`config.mk`:
```
export PLATFORM = sky130hd
export DESIGN_NAME = full_adder6
export DESIGN_NICKNAME = d
export VERILOG_FILES = /design/src/rtl/full_adder6_pkg.sv /design/src/rtl/full_adder_bit.sv /design/src/rtl/full_adder6.sv
export SDC_FILE = /design/constraint.sdc
export NUM_CORES = 1
export LEC_CHECK = 0
export BUFFER_PORTS_ARGS = -buffer_cell sky130_fd_sc_hd__buf_2
export CORE_AREA = 2 2 39 41
export DETAILED_ROUTE_END_ITERATION = 16
export DIE_AREA = 0 0 41 43
export GPL_TIMING_DRIVEN = 1
export PLACE_DENSITY = 0.47
export SYNTH_ARGS = -nofsm -noshare
export SYNTH_HDL_FRONTEND = slang
export SYNTH_HIERARCHICAL = 1
export SYNTH_SLANG_ARGS = --single-unit
```
`constraint.sdc`:
```
create_clock -name CLK -period 0.8 [get_ports CLK]
set_clock_uncertainty 0.1 [all_clocks]
set_input_delay 0.2 -clock CLK [delete_from_list [all_inputs] [get_ports CLK]]
set_output_delay 0.2 -clock CLK [all_outputs]
set_load 0.01 [all_outputs]
```
`src/rtl/full_adder6_pkg.sv`:
```
// -----------------------------------------------------------------------------
// full_adder6_pkg
// Shared definitions for the registered 6-bit ripple-carry adder.
//   ADDER_WIDTH : default operand/sum width
//   operand_t   : operand vector type at the default width
// -----------------------------------------------------------------------------
package full_adder6_pkg;

    localparam int ADDER_WIDTH = 6;

    typedef logic [ADDER_WIDTH-1:0] operand_t;

endpackage : full_adder6_pkg

```
`src/rtl/full_adder_bit.sv`:
```
// -----------------------------------------------------------------------------
// full_adder_bit
// One purely combinational full-adder cell of the ripple chain.
// Ports:
//   a, b  : operand bits
//   cin   : carry into this bit
//   sum   : a ^ b ^ cin
//   cout  : carry out to the next bit
// -----------------------------------------------------------------------------
module full_adder_bit (
    input  logic a,
    input  logic b,
    input  logic cin,
    output logic sum,
    output logic cout
);

    logic half_sum_s;

    assign half_sum_s = a ^ b;
    assign sum        = half_sum_s ^ cin;
    // Generate when both operand bits are set, propagate an incoming carry
    // when exactly one is set.
    assign cout       = (a & b) | (cin & half_sum_s);

endmodule : full_adder_bit

```
`src/rtl/full_adder6.sv`:
```
// -----------------------------------------------------------------------------
// full_adder6
// WIDTH-bit unsigned adder with carry-in/carry-out. A ripple chain of
// full_adder_bit cells feeds a WIDTH+1 bit output register, so results appear
// one CLK edge after the operands are sampled.
// Ports:
//   CLK       : system clock, rising edge
//   RST       : asynchronous active-high reset, clears the outputs
//   X, Y      : unsigned operands
//   Carry_IN  : carry into bit 0
//   BIN_OUT   : registered sum bits
//   Carry_OUT : registered carry out of the top bit (unsigned overflow)
// -----------------------------------------------------------------------------
module full_adder6
    import full_adder6_pkg::*;
#(
    parameter int WIDTH = ADDER_WIDTH
) (
    input  logic             CLK,
    input  logic             RST,
    input  logic [WIDTH-1:0] X,
    input  logic [WIDTH-1:0] Y,
    input  logic             Carry_IN,
    output logic [WIDTH-1:0] BIN_OUT,
    output logic             Carry_OUT
);

    logic [WIDTH:0]   c_s;       // c_s[i] is the carry into bit i
    logic [WIDTH-1:0] sum_s;
    logic [WIDTH:0]   result_r;  // {carry, sum}

    assign c_s[0] = Carry_IN;

    genvar i;
    generate
        for (i = 0; i < WIDTH; i = i + 1) begin : g_ripple
            full_adder_bit u_bit (
                .a    (X[i]),
                .b    (Y[i]),
                .cin  (c_s[i]),
                .sum  (sum_s[i]),
                .cout (c_s[i+1])
            );
        end
    endgenerate

    // Result register: cleared asynchronously, otherwise captures the chain.
    always_ff @(posedge CLK or posedge RST) begin
        if (RST) begin
            result_r <= {(WIDTH+1){1'b0}};
        end else begin
            result_r <= {c_s[WIDTH], sum_s};
        end
    end

    assign BIN_OUT   = result_r[WIDTH-1:0];
    assign Carry_OUT = result_r[WIDTH];

endmodule : full_adder6

```
==> metrics.md <==
| Metric | Value |
|---|---|
| Status | `finished, violations left` |
| Violated checks | `setup timing` |
| TritonCTS Sinks | `7` |
| Clock network power share | `31.0%` |
| Routed Antenna Nets | `0` |
| Setup Fix Bufs, Post-CTS | `0` |
| Final hold violations | `0` |
| Total wire length | `531 um` |
| Critical path arrival | `2.51 ns` |
| Post-Syn Nets | `35` |
| Share of post-route cells with drive strength above 1 | `75.00%` |
| Non-filler cells, final | `56` |
| CTS root buffer | `clkbuf_4` |
| Post-Syn Area | `299.0 sq um` |
| Critical Path RT | `0.81 ns` |
| Synth top area cells | `dfrtp_1 59%, fa_1 40%, inv_1 1.3%` |
| Slew margin rel. | `90.43%` |
| DR DRC count | `0` |
| Synth async-reset ratio | `100.0%` |
| Final WS setup | `-1.694 ns` |
| Int Pwr | `0.7317 mW` |
| Largest net degree at the start of global routing | `8` |
| Post-synth EDFFs | `0` |
| Nets | `62` |
| Vias per inst | `3.643` |
| Power per standard cell area | `1949 mW/mm^2` |
| Remaining global-route overflow | `0` |
| Sequential-to-total area share from yosys stat | `58.58%` |
| CP max FO | `1` |
| Mapped Cells | `14` |
| Max reg flops | `7` |
| DR pass1 iterations | `1` |
| Type of the worst setup path | `in -> reg` |
| GR Util All Layers | `9.193%` |
| Max-Cap Viols | `0` |
| Cell Count Post-Placement | `51` |
| Max-slew violation total from the final report | `0` |
| RSZ-0062 raised after global routing | `yes` |
| Die Area | `0.001763 sq mm` |
| Syn avg cell area | `21.36 sq um` |
| Max VDD drop | `0.5257 mV` |
| Setup WS pre-CTS | `-1.977 ns` |
| Setup violations, final | `13` |
| Biggest area consumer among synthesized cells | `dfrtp_1` |
| Seq pwr share | `44.7%` |
| Yosys top cell area share | `58.58%` |
| Initial antenna violation count | `0` |
| Die X | `41 um` |
| Total Neg Setup Slack | `-8.305 ns` |
| Top Ports | `22` |
| Initial Util | `21.61%` |
| Htree depth | `1` |
| Worst-Margin Slew | `0.1433 ns` |
| Avg WL per Cell | `9.482 um` |
| Clock transition at path regs | `0.04 ns` |
| Biggest register | `result_r` |
| CTS buffer count | `3` |
| IO Port Bufs | `21` |
| Vias in the first global route | `249` |
| Number of fill cells | `147` |
| Largest regs | `result_r (7)` |
| Iteration-0 DRC Markers | `0` |
| Core area | `0.001384 sq mm` |
| P&R area growth vs syn | `65.69%` |
| Fmax achieved | `0.4010 GHz` |
| Yosys reg bits | `7` |
| Final Cycle Share | `311.7%` |
| First-pass GRT wire length | `897 um` |
| Die Ht | `43 um` |
| Ys flop type | `dfrtp_1` |
| Leak pwr | `0.2295 nW` |
| Top cells by count, synth | `7 x dfrtp_1, 6 x fa_1, 1 x inv_1` |
| # diodes | `0` |
| Vias | `204` |
| NetSw | `0.2339 mW` |
| Count leader, synth | `dfrtp_1` |
| Worst hold slack | `0.1336 ns` |
| Cell Rows | `14` |
| Fin crit period | `2.494 ns` |
| Final Power | `0.9656 mW` |
| Hold Path Class | `in -> reg` |
| Startpoint Class | `input pin` |
| Unique masters post-synth | `3` |
| Ys Warns | `6` |
| Part of the power in combinational logic | `24.4%` |
| CTS tree | `done` |
| CP endpoint kind | `flop` |
| Clk buf depth | `2` |
| Net Sw Frac | `24.22%` |
| Routability cong. | `0.5788` |
routing by layer:
metal	up-vias	wire, um	track usage, %
met5	-	0	0
met4	0	48	14.00
met3	4	70	3.141
met2	16	296	14.69
met1	91	116	5.442
li1	93	-	-
layout by cell type, fill, tap and decap left out:
| master | instances |
|---|---|
| clkbuf_4 | 3 |
| fa_1 | 1 |
| clkinvlp_4 | 1 |
| buf_6 | 3 |
| dfrtp_1 | 7 |
| clkbuf_1 | 1 |
| dlygate4sd3_1 | 1 |
| fa_2 | 5 |
| buf_2 | 18 |
worst paths after layout:
check / cells past startpoint / slack, ns / end / startpoint
setup / recovery: 7 / -1.69 / result_r[5]$_DFF_PP0_ / X[0]
hold / removal: 2 / 0.13 / result_r[5]$_DFF_PP0_ / Y[5]
max in group asynchronous: 3 / 0.17 / result_r[3]$_DFF_PP0_ / RST
min in group asynchronous: 3 / 0.30 / result_r[2]$_DFF_PP0_ / RST
worst max-delay path: stages:
cell and delay, ns:
buf_6 0.10, fa_2 0.38, fa_2 0.37, fa_2 0.35
fa_2 0.34, fa_2 0.35, fa_1 0.43
power groups by stage:
stage          clock, mW  combinational [mW]  sequential, mW
2_1_floorplan          0              0.0522           0.472
3_3_place_gp           0               0.207           0.432
3_5_place_dp           0               0.216           0.433
4_1_cts            0.312               0.223           0.427
5_1_grt            0.337               0.281           0.437
6_report           0.299               0.235           0.431
final cells by class:
cell class	instances	area [sq um]	area share [%]
Clock buffer	4	26.28	5.303
Timing Repair Buffer	22	133.9	27.02
Tap cell	16	20.02	4.040
Inverter	1	7.507	1.515
Sequential cell	7	175.2	35.35
Multi-Input combinational cell	6	132.6	26.77
per-stage QoR:
stage	cell area [sq um]	utilization, %
4_1_cts	479.2	34.63
5_1_grt	495.5	35.80
3_5_place_dp	436.7	31.56
6_report	495.5	35.80
2_1_floorplan	311.5	-
3_3_place_gp	436.7	31.56
timing repair:
item,4_1_cts,5_1_grt
endpoints found under the hold margin,7,0
hold buffers,1,0
endpoints found under the setup margin,13,16
gates resized for setup,1,3
pin swaps,0,0
kinds of logic (layout without fill, tap and decap cells):
kind of cell,count (synthesis),after routing,synth area share (%)
buffers and inverters,1,27,1.254
adders and majority gates,6,6,40.17
DFF,7,7,58.58
No activity file was read; power rests on OpenSTA's default activity.
